**config.mk**
```make
export PLATFORM = sky130hd
export DESIGN_NAME = vdec_hs_sched_flat
export DESIGN_NICKNAME = d
export VERILOG_FILES = /design/src/rtl/vdec_hs_sched_pkg.sv /design/src/rtl/vdec_hs_sched_if.sv /design/src/rtl/vdec_hs_bank_trk.sv /design/src/rtl/vdec_hs_sched.sv /design/src/flat_wrapper.sv
export SDC_FILE = /design/constraint.sdc
export NUM_CORES = 1
export LEC_CHECK = 0
export BUFFER_PORTS_ARGS = -buffer_cell sky130_fd_sc_hd__buf_2
export CELL_PAD_IN_SITES_DETAIL_PLACEMENT = 1
export CELL_PAD_IN_SITES_GLOBAL_PLACEMENT = 1
export CORE_MARGIN = 5
export CORE_UTILIZATION = 35
export DETAILED_ROUTE_END_ITERATION = 16
export PLACE_DENSITY_LB_ADDON = 0.1
export SYNTH_ARGS = -nofsm -noshare
export SYNTH_HDL_FRONTEND = slang
export SYNTH_HIERARCHICAL = 1
export SYNTH_SLANG_ARGS = --single-unit
```
**constraint.sdc**
```tcl
create_clock -name clk -period 2.3 [get_ports clk]
set_input_delay 0.115 -clock clk [delete_from_list [all_inputs] [get_ports clk]]
set_output_delay 0.115 -clock clk [all_outputs]
set_load 0.03 [all_outputs]
```
**src/rtl/vdec_hs_sched_pkg.sv**
```systemverilog
// Shared constants, state encodings and helpers for the Viterbi decoder
// ping-pong scheduler.
package vdec_hs_pkg;

    localparam int MAX_BLK  = 29;
    localparam int TAIL_LEN = 8;
    localparam int SIZE_W   = 5;
    localparam int P7_W     = 6;

    typedef enum logic [1:0] {
        BK_FREE  = 2'd0,
        BK_FILL  = 2'd1,
        BK_FULL  = 2'd2,
        BK_DRAIN = 2'd3
    } bank_st_t;

    typedef enum logic {
        F_IDLE = 1'b0,
        F_RUN  = 1'b1
    } fwd_st_t;

    typedef enum logic [1:0] {
        B_IDLE = 2'd0,
        B_RUN  = 2'd1,
        B_OUT  = 2'd2
    } bwd_st_t;

    // Clears every bit at or above 'size', so only the decoded payload survives.
    function automatic logic [MAX_BLK-1:0] mask_bits(input logic [MAX_BLK-1:0] bits,
                                                     input logic [SIZE_W-1:0]  size);
        return bits & ~({MAX_BLK{1'b1}} << size);
    endfunction

endpackage

```
**src/rtl/vdec_hs_sched_if.sv**
```systemverilog
// Job, forward/traceback engine and result handshakes of the scheduler.
interface vdec_hs_sched_if;
    import vdec_hs_pkg::*;

    logic                job_valid;
    logic                job_ready;
    logic [SIZE_W-1:0]   job_size;
    logic                fwd_start;
    logic                fwd_bank;
    logic                fwd_done;
    logic                bwd_start;
    logic                bwd_bank;
    logic [P7_W-1:0]     bwd_size_p7;
    logic                bwd_done;
    logic [MAX_BLK-1:0]  bwd_bits;
    logic                res_valid;
    logic                res_ready;
    logic [MAX_BLK-1:0]  res_bits;
    logic [SIZE_W-1:0]   res_size;
    logic                err_size;
    logic                busy;

    modport slave (
        input  job_valid, job_size, fwd_done, bwd_done, bwd_bits, res_ready,
        output job_ready, fwd_start, fwd_bank, bwd_start, bwd_bank, bwd_size_p7,
               res_valid, res_bits, res_size, err_size, busy
    );

    modport master (
        output job_valid, job_size, fwd_done, bwd_done, bwd_bits, res_ready,
        input  job_ready, fwd_start, fwd_bank, bwd_start, bwd_bank, bwd_size_p7,
               res_valid, res_bits, res_size, err_size, busy
    );

endinterface

```
**src/rtl/vdec_hs_bank_trk.sv**
```systemverilog
// Tracks the occupancy state and stored codeblock size of one ptram bank.
module vdec_hs_bank_trk
    import vdec_hs_pkg::*;
(
    input  logic              clk,
    input  logic              rst_n,
    input  logic              i_fill,
    input  logic              i_full,
    input  logic              i_drain,
    input  logic              i_free,
    input  logic [SIZE_W-1:0] i_size,
    output bank_st_t          o_state,
    output logic [SIZE_W-1:0] o_size
);

    bank_st_t          r_state;
    logic [SIZE_W-1:0] r_size;

    always_ff @(posedge clk or negedge rst_n) begin
        if (!rst_n) begin
            r_state <= BK_FREE;
            r_size  <= '0;
        end else if (i_fill) begin
            r_state <= BK_FILL;
            r_size  <= i_size;
        end else if (i_full) begin
            r_state <= BK_FULL;
        end else if (i_drain) begin
            r_state <= BK_DRAIN;
        end else if (i_free) begin
            r_state <= BK_FREE;
        end
    end

    assign o_state = r_state;
    assign o_size  = r_size;

endmodule

```
**src/rtl/vdec_hs_sched.sv**
```systemverilog
// Ping-pong scheduler: forward ACS fills one ptram bank while traceback drains the other.
//   state  | meaning
//   F_IDLE | waiting for a job and a free bank at wr_ptr
//   F_RUN  | forward block filling bank wr_ptr
//   B_IDLE | waiting for bank rd_ptr to become FULL
//   B_RUN  | traceback draining bank rd_ptr
//   B_OUT  | result held until consumed
module vdec_hs_sched #(
    parameter int MAX_BLK  = vdec_hs_pkg::MAX_BLK,
    parameter int TAIL_LEN = vdec_hs_pkg::TAIL_LEN
) (
    input  logic           clk,
    input  logic           rst_n,
    vdec_hs_sched_if.slave hs
);
    import vdec_hs_pkg::*;

    localparam logic [SIZE_W-1:0] MAX_SZ = SIZE_W'(MAX_BLK);
    localparam logic [P7_W-1:0]   P7_OFF = P7_W'(TAIL_LEN - 1);

    fwd_st_t r_fst, w_fst_nxt;
    bwd_st_t r_bst, w_bst_nxt;

    logic               r_live;
    logic               r_wr_ptr;
    logic               r_rd_ptr;
    logic               r_fwd_start;
    logic               r_fwd_bank;
    logic               r_err_size;
    logic               r_res_valid;
    logic [MAX_BLK-1:0] r_res_bits;
    logic [SIZE_W-1:0]  r_res_size;

    bank_st_t           w_bk_st   [2];
    logic [SIZE_W-1:0]  w_bk_size [2];
    logic [1:0]         w_fill, w_full, w_drain, w_free;
    logic               w_accept, w_size_ok, w_wr_tgl, w_rd_tgl;
    logic               w_bwd_start, w_res_load, w_bwd_act;

    assign w_accept  = hs.job_valid && hs.job_ready;
    assign w_size_ok = (hs.job_size != '0) && (hs.job_size <= MAX_SZ);

    always_comb begin
        w_fst_nxt = r_fst;
        w_fill    = '0;
        w_full    = '0;
        w_wr_tgl  = 1'b0;
        case (r_fst)
            F_IDLE: begin
                if (w_accept && w_size_ok) begin
                    w_fst_nxt         = F_RUN;
                    w_fill[r_wr_ptr]  = 1'b1;
                end
            end
            F_RUN: begin
                if (hs.fwd_done) begin
                    w_fst_nxt         = F_IDLE;
                    w_full[r_wr_ptr]  = 1'b1;
                    w_wr_tgl          = 1'b1;
                end
            end
        endcase
    end

    always_comb begin
        w_bst_nxt   = r_bst;
        w_drain     = '0;
        w_free      = '0;
        w_rd_tgl    = 1'b0;
        w_bwd_start = 1'b0;
        w_res_load  = 1'b0;
        case (r_bst)
            B_IDLE: begin
                if ((w_bk_st[r_rd_ptr] == BK_FULL) && !r_res_valid) begin
                    w_bst_nxt         = B_RUN;
                    w_bwd_start       = 1'b1;
                    w_drain[r_rd_ptr] = 1'b1;
                end
            end
            B_RUN: begin
                if (hs.bwd_done) begin
                    w_bst_nxt        = B_OUT;
                    w_free[r_rd_ptr] = 1'b1;
                    w_rd_tgl         = 1'b1;
                    w_res_load       = 1'b1;
                end
            end
            B_OUT: begin
                if (hs.res_ready) w_bst_nxt = B_IDLE;
            end
            default: w_bst_nxt = B_IDLE;
        endcase
    end

    // r_live keeps job_ready low while reset is held and on the first edge after it.
    always_ff @(posedge clk or negedge rst_n) begin
        if (!rst_n) begin
            r_fst       <= F_IDLE;
            r_bst       <= B_IDLE;
            r_live      <= 1'b0;
            r_wr_ptr    <= 1'b0;
            r_rd_ptr    <= 1'b0;
            r_fwd_start <= 1'b0;
            r_fwd_bank  <= 1'b0;
            r_err_size  <= 1'b0;
            r_res_valid <= 1'b0;
            r_res_bits  <= '0;
            r_res_size  <= '0;
        end else begin
            r_fst       <= w_fst_nxt;
            r_bst       <= w_bst_nxt;
            r_live      <= 1'b1;
            r_fwd_start <= |w_fill;
            r_err_size  <= w_accept && !w_size_ok;
            if (w_wr_tgl) r_wr_ptr <= ~r_wr_ptr;
            if (w_rd_tgl) r_rd_ptr <= ~r_rd_ptr;
            if (|w_fill)  r_fwd_bank <= r_wr_ptr;
            if (w_res_load) begin
                r_res_valid <= 1'b1;
                r_res_bits  <= mask_bits(hs.bwd_bits, w_bk_size[r_rd_ptr]);
                r_res_size  <= w_bk_size[r_rd_ptr];
            end else if ((r_bst == B_OUT) && hs.res_ready) begin
                r_res_valid <= 1'b0;
            end
        end
    end

    vdec_hs_bank_trk u_bank0 (
        .clk     (clk),
        .rst_n   (rst_n),
        .i_fill  (w_fill[0]),
        .i_full  (w_full[0]),
        .i_drain (w_drain[0]),
        .i_free  (w_free[0]),
        .i_size  (hs.job_size),
        .o_state (w_bk_st[0]),
        .o_size  (w_bk_size[0])
    );

    vdec_hs_bank_trk u_bank1 (
        .clk     (clk),
        .rst_n   (rst_n),
        .i_fill  (w_fill[1]),
        .i_full  (w_full[1]),
        .i_drain (w_drain[1]),
        .i_free  (w_free[1]),
        .i_size  (hs.job_size),
        .o_state (w_bk_st[1]),
        .o_size  (w_bk_size[1])
    );

    // Traceback bank/size come straight from the tracker, stable until the drain completes.
    assign w_bwd_act      = w_bwd_start || (r_bst == B_RUN);
    assign hs.job_ready   = r_live && (r_fst == F_IDLE) && (w_bk_st[r_wr_ptr] == BK_FREE);
    assign hs.fwd_start   = r_fwd_start;
    assign hs.fwd_bank    = r_fwd_bank;
    assign hs.bwd_start   = w_bwd_start;
    assign hs.bwd_bank    = w_bwd_act && r_rd_ptr;
    assign hs.bwd_size_p7 = w_bwd_act ? (P7_W'(w_bk_size[r_rd_ptr]) + P7_OFF) : '0;
    assign hs.res_valid   = r_res_valid;
    assign hs.res_bits    = r_res_bits;
    assign hs.res_size    = r_res_size;
    assign hs.err_size    = r_err_size;
    assign hs.busy        = (w_bk_st[0] != BK_FREE) || (w_bk_st[1] != BK_FREE)
                            || (r_fst != F_IDLE) || r_res_valid;

endmodule

```
**src/flat_wrapper.sv**
```systemverilog
// flat-port wrapper written by rule: the top's interface ports become plain ports
module vdec_hs_sched_flat import vdec_hs_pkg::*;
#(
    parameter int MAX_BLK  = vdec_hs_pkg::MAX_BLK,
    parameter int TAIL_LEN = vdec_hs_pkg::TAIL_LEN
)
  (clk, rst_n, hs_job_valid, hs_job_size, hs_fwd_done, hs_bwd_done, hs_bwd_bits, hs_res_ready, hs_job_ready, hs_fwd_start, hs_fwd_bank, hs_bwd_start, hs_bwd_bank, hs_bwd_size_p7, hs_res_valid, hs_res_bits, hs_res_size, hs_err_size, hs_busy);
  vdec_hs_sched_if hs_i ();
  input  logic clk;
  input  logic rst_n;
  input wire logic [$bits(hs_i.job_valid)-1:0] hs_job_valid;
  input wire logic [$bits(hs_i.job_size)-1:0] hs_job_size;
  input wire logic [$bits(hs_i.fwd_done)-1:0] hs_fwd_done;
  input wire logic [$bits(hs_i.bwd_done)-1:0] hs_bwd_done;
  input wire logic [$bits(hs_i.bwd_bits)-1:0] hs_bwd_bits;
  input wire logic [$bits(hs_i.res_ready)-1:0] hs_res_ready;
  output wire logic [$bits(hs_i.job_ready)-1:0] hs_job_ready;
  output wire logic [$bits(hs_i.fwd_start)-1:0] hs_fwd_start;
  output wire logic [$bits(hs_i.fwd_bank)-1:0] hs_fwd_bank;
  output wire logic [$bits(hs_i.bwd_start)-1:0] hs_bwd_start;
  output wire logic [$bits(hs_i.bwd_bank)-1:0] hs_bwd_bank;
  output wire logic [$bits(hs_i.bwd_size_p7)-1:0] hs_bwd_size_p7;
  output wire logic [$bits(hs_i.res_valid)-1:0] hs_res_valid;
  output wire logic [$bits(hs_i.res_bits)-1:0] hs_res_bits;
  output wire logic [$bits(hs_i.res_size)-1:0] hs_res_size;
  output wire logic [$bits(hs_i.err_size)-1:0] hs_err_size;
  output wire logic [$bits(hs_i.busy)-1:0] hs_busy;
  assign hs_i.job_valid = hs_job_valid;
  assign hs_i.job_size = hs_job_size;
  assign hs_i.fwd_done = hs_fwd_done;
  assign hs_i.bwd_done = hs_bwd_done;
  assign hs_i.bwd_bits = hs_bwd_bits;
  assign hs_i.res_ready = hs_res_ready;
  assign hs_job_ready = hs_i.job_ready;
  assign hs_fwd_start = hs_i.fwd_start;
  assign hs_fwd_bank = hs_i.fwd_bank;
  assign hs_bwd_start = hs_i.bwd_start;
  assign hs_bwd_bank = hs_i.bwd_bank;
  assign hs_bwd_size_p7 = hs_i.bwd_size_p7;
  assign hs_res_valid = hs_i.res_valid;
  assign hs_res_bits = hs_i.res_bits;
  assign hs_res_size = hs_i.res_size;
  assign hs_err_size = hs_i.err_size;
  assign hs_busy = hs_i.busy;
  vdec_hs_sched #(.MAX_BLK(MAX_BLK), .TAIL_LEN(TAIL_LEN)) u_core (.clk(clk), .rst_n(rst_n), .hs(hs_i));
endmodule
```
; Word-level counts from Yosys, hierarchy flattened
; Cells that the tools add are included.
[totals]
in_bits = 40
word_cells = 109
out_inout_bits = 48
register_bits = 58
[op_classes]
n_bitwise = 7
n_lt_le_gt_ge = 7
n_eq_ne = 6
add_sub_neg = 1
muxes = 45
shifts = 1
n_reduce_logical = 27
[ops]
columns = cell, count
row1 = $mux W2, 25
row2 = $and A29 B29 Y29, 1
row3 = $not A29 Y29, 1
row4 = $shl A29 B5 Y29 const A, 1
row5 = $mux W5, 3
row6 = $mux W1, 12
row7 = $logic_and A1 B1 Y1, 11
row8 = $reduce_bool A4 Y1, 2
row9 = $add A5 B3 Y6 const B, 1
row10 = $mux W6, 1
row11 = $pmux W2 S3, 1
row12 = $reduce_bool A2 Y1, 3
row13 = $le A5 B5 Y1 const B, 1
row14 = $reduce_bool A5 Y1, 1
row15 = $eq A2 B2 Y1 const B, 2
row16 = $ge A2 B2 Y1 const B, 2
row17 = $logic_not A2 Y1, 2
row18 = $logic_or A1 B1 Y1, 4
row19 = $lt A1 B2 Y1 const B, 2
row20 = $ne A2 B2 Y1 const B, 2
row21 = $not A1 Y2, 2
row22 = $not A1 Y1, 3
row23 = $reduce_and A3 Y1, 1
row24 = $demux W1 S1, 2
row25 = 6 further kinds, 8

; Logic depth before layout (Yosys ltp)
[depth]
word_depth = 11
ltp_mapped = 10
mapped_depth_nobuf = 7

; Cells and area by module
; The synthesis kept the hierarchy.
[modules_own_cells]
columns = mod, area_each_um2, instances, seq_area_each_um2, cells_each
row1 = vdec_hs_sched, 2227.1, 1, 1101.1, 245
row2 = vdec_hs_bank_trk, 294.0, 2, 175.2, 19

; Worst setup path after synthesis
; OpenSTA, ideal clock, no wires.
[synth_path]
path_kind = reg-to-output
startpoint = reg u_core.r_rd_ptr
endpoint = out hs_bwd_size_p7[4]
path_slack_ps = 107
arrival_ps = 2078
stages_incl_launch_ff = 10
required_ps = 2185
n_path_buf = 3
cell_sequence = dfrtp_1 -> buf_6 -> buf_2 -> buf_2 -> mux2i_1 -> ha_1 -> inv_1 -> o211ai_1 -> a21oi_1 -> nor3b_2
[synth_via]
elab_chain_len = 10
elab_cells_between_ends = 14
cone_classes = add/sub: 1 / eq/ne: 1 / mux: 9 / bitwise: 1 / reduce/logical: 2
[synth_lines]
columns = item, line
row1 = start: declaration, vdec_hs_sched.sv:26  ; logic r_rd_ptr;
row2 = start signal: assignment, vdec_hs_sched.sv:116  ; if (w_rd_tgl) r_rd_ptr <= ~r_rd_ptr;
row3 = $not A1 Y2 (implied by the code) (*), "vdec_hs_sched.sv:74, vdec_hs_sched.sv:159"
row4 = $mux W2 (implied by the code) (3 in series), vdec_hs_sched.sv:74  ; if ((w_bk_st[r_rd_ptr] == BK_FULL) && !r_res_valid) begin
row5 = $eq A2 B2 Y1, vdec_hs_sched.sv:74
row6 = $logic_and A1 B1 Y1, vdec_hs_sched.sv:74
row7 = $mux W1, vdec_hs_sched.sv:74
row8 = $mux W1, vdec_hs_sched.sv:72  ; case (r_bst)
row9 = $logic_or A1 B1 Y1, vdec_hs_sched.sv:153  ; assign w_bwd_act = w_bwd_start || (r_bst == B_RUN);
row10 = $mux W6 (*), vdec_hs_sched.sv:159  ; assign hs.bwd_size_p7 = w_bwd_act ? (P7_W'(w_bk_size[r_rd_ptr]) + P7_OFF) : '0;
row11 = end: declaration, flat_wrapper.sv:22  ; output wire logic [$bits(hs_i.bwd_size_p7)-1:0] hs_bwd_size_p7;
; Every way passes the cells marked *; elsewhere a longest branch is shown, timed or not. The select of a mux whose other input is x is not followed.

; Worst setup path after layout
[layout_path]
startpoint = reg u_core.r_rd_ptr
endpoint = out hs_bwd_size_p7[3]
; Same word-level chain as after synthesis.

==> results.cfg <==
[detailed_routing]
vias = 2449
wl_um = 8122
firstDrtPassIters = 4
wire_per_inst_um = 16.47
drc = 0
ant_nets = 0
vias_per_cell = 4.968
first_iter_violations = 61

[floorplan]
dieArea_sq_mm = 0.009937
die_h_um = 99.69
initial_core_util_pct = 36.24
pin_count = 88
die_w_um = 99.69
rows = 32
core_area_sq_mm = 0.007767

[power]
p_total_mw = 5.978
p_per_area_mw_per_mm2 = 1605
p_leak_nw = 1.880
peakVddDrop_uv = 630.7

[logic_synthesis]
ys_warn_count = 6
synth_top_area_share_pct = 51.56
async_flop_share_pct = 100.0
ys_ff_latch = 58
synth_area_per_cell_sq_um = 9.948
synth_area_leader_cell = dfrtp_1
syn_area_sq_mm = 0.002815
synth-edff-count = 0
synth_seq_area_share_pct = 51.56
synthTopCellsByArea = dfrtp_1 52%, nand2_1 6.1%, mux2_4 5.3%, o21ai_0 5.0%, a21oi_1 3.2%
ys.flop_type = dfrtp_1
synth_cell_type_count = 44
synth_nets = 327
synth_cells = 283

[timing]
fin_skew_ps = 8.624
hold_viol = 0
period_share_pct = 96.02
max_freq_mhz = 452.8
worst_slew_pin_slew_ps = 759.1
tns_ps = 0
setup_viol = 0
min_period_ps = 2208
grt_setup_unrepaired = true
slew_headroom_pct = 49.29
slew_viol_final = 0
post-route-worst-setup-slack_ps = 91.65

[critical_path]
cp_slowest_cell = dfrtp_2
crit_type = flip-flop to output pin
end_kind = output pin
required_ps = 2180
startpoint_type = flip-flop
crit_chain = mux2i_4 > buf_4 > inv_1 > or3_1 > a21oi_1 > buf_4
r2r_start = u_core/r_rd_ptr
critPathMaxFanout = 7
critPathLaunch = u_core/r_rd_ptr
critPathMostFrequentCell = buf_4
arrival_ps = 2090
slowest_delay_ps = 480

[hold_path]
holdCritPathClass = input port to flip-flop
hold_start = hs_bwd_bits[11]

[finish]
final_cell_mix = 84 x buf_2, 57 x dfrtp_1, 46 x nand2_1, 28 x o21ai_0, 23 x nor2_1
final_common_cell = buf_2
fin_nets = 432
final_util_pct = 47.95
diodes = 0
n_fill_cell = 938
area_growth_pct = 32.31
drive_above_1_share_pct = 36.57

[global_route]
grt_pass1_wl_um = 13080
antenna_found_initial = 0
overflow = 0
grt_max_degree = 42
gr-usage-all-layers_pct = 16.84
grt_pass1_vias = 2586

[clocking]
clock_path_buffers = 2
htreeDepth = 3
clk_pin_slew_ps = 70
clk_latency_ps = 330
cts_root_buffer = clkbuf_8
cts_buffers = 9
cts_tree = done
cts.sinks = 58

[place]
dp_slack_ps = 286.7
gp_congestion = 0.7572
dp_hpwl_um = 6078
io_buffers = 87

[status]
status = finished, final reports clean

[flow_run]
drv_cap = 0
==> metrics by stage <==
stage	instances	area, sq um	hold slack (ps)
after detailed placement	470	3407	160.4
after global placement	470	3407	174.4
after global routing	493	3725	18.04
final	493	3725	16.15
after CTS	488	3647	4.744
after floorplan	283	2815	-180.6
==> cell families (layout without fill, tap and decap cells) <==
kind of cell | after synthesis | after routing | share of synthesized area (%)
buffers and inverters | 26 | 134 | 4.356
AND/OR/NAND/NOR | 106 | 106 | 18.09
flip-flops | 58 | 58 | 51.56
adder cells (fa/ha/maj) | 4 | 4 | 1.778
AO/OA/AOI/OAI | 68 | 68 | 15.02
XOR/XNOR | 2 | 2 | 0.6223
other | 1 | 1 | 0.1332
multiplexers | 18 | 18 | 8.444
==> synthesized netlist by cell type (5+ instances only) <==
library cell,instances
nor2_1,23
dfrtp_1,58
a21oi_1,18
inv_1,11
nand3_1,9
nor3_1,5
nand2_1,46
o211ai_1,5
mux2_4,10
o21ai_0,28
clkbuf_1,10
==> registers in the layout, summed over array words and instances, names as in the netlist <==
| register | count |
|---|---|
| u_core/hs.err_size | 1 |
| u_core/hs.fwd_bank | 1 |
| u_core/hs.fwd_start | 1 |
| u_core/hs.res_bits | 29 |
| u_core/hs.res_size | 5 |
| u_core/hs.res_valid | 1 |
| u_core/r_bst | 2 |
| u_core/r_fst | 1 |
| u_core/r_live | 1 |
| u_core/r_rd_ptr | 1 |
| u_core/r_wr_ptr | 1 |
| u_core/u_bank0/o_size | 5 |
| u_core/u_bank0/o_state | 2 |
| u_core/u_bank1/o_size | 5 |
| u_core/u_bank1/o_state | 2 |
==> layer usage <==
metal / GRT usage (%) / wire length, um / vias up / part of all wire [%]
li1: - / - / 1192 / -
met1: 21.01 / 3639 / 1180 / 45
met2: 28.07 / 3943 / 70 / 49
met3: 4.769 / 452 / 7 / 5.6
met4: 5.462 / 87 / 0 / 1.1
met5: 0 / 0 / - / 0
==> final timing paths <==
kind,end,depth (start not counted),slack (ps)
setup / recovery,hs_bwd_size_p7[3],6,90
hold / removal,u_core/hs.res_bits[11],3,20
setup reg to reg,u_core/hs.res_bits[21],6,280
hold reg to reg,u_core/hs.res_bits[8],2,470
max in group asynchronous,u_core/r_rd_ptr,3,1380
min in group asynchronous,u_core/hs.res_bits[1],2,320
==> power by group <==
group          internal [mW]  total [mW]  leakage, nW  switching, mW
Combinational           1.23        3.21         1.03           1.98
Sequential              1.43        1.84        0.745          0.404
Clock                  0.543       0.925        0.101          0.381
==> repair_timing <==
| action | 4_1_cts | 5_1_grt |
|---|---|---|
| resized for setup | 3 | 12 |
| cloned | 0 | 0 |
| setup endpoints to repair | 1 | 2 |
| hold buffers | 4 | 0 |
| pin swaps | 0 | 5 |
| hold endpoints to repair | 27 | 0 |
| buffers inserted | 0 | 5 |
==> layout make-up <==
type / count / area (sq um) / area share (%)
multi-input cells: 199 / 1279 / 34.33
clock inverters: 3 / 40.04 / 1.075
inverters: 11 / 43.79 / 1.176
flip-flops and latches: 58 / 1453 / 39.00
clock buffers: 11 / 151.4 / 4.064
well taps: 102 / 127.6 / 3.426
repair buffers: 109 / 630.6 / 16.93
==> worst max-delay path: cells and delay by family, from the launching register on <==
| family | cells | cell delay (ps) |
|---|---|---|
| flip-flops | 1 | 480 |
| buffers and inverters | 3 | 410 |
| AND/OR/NAND/NOR | 1 | 370 |
| multiplexers | 1 | 320 |
| AO/OA/AOI/OAI | 1 | 190 |
Note: power is estimated with default switching activity, not from simulation.
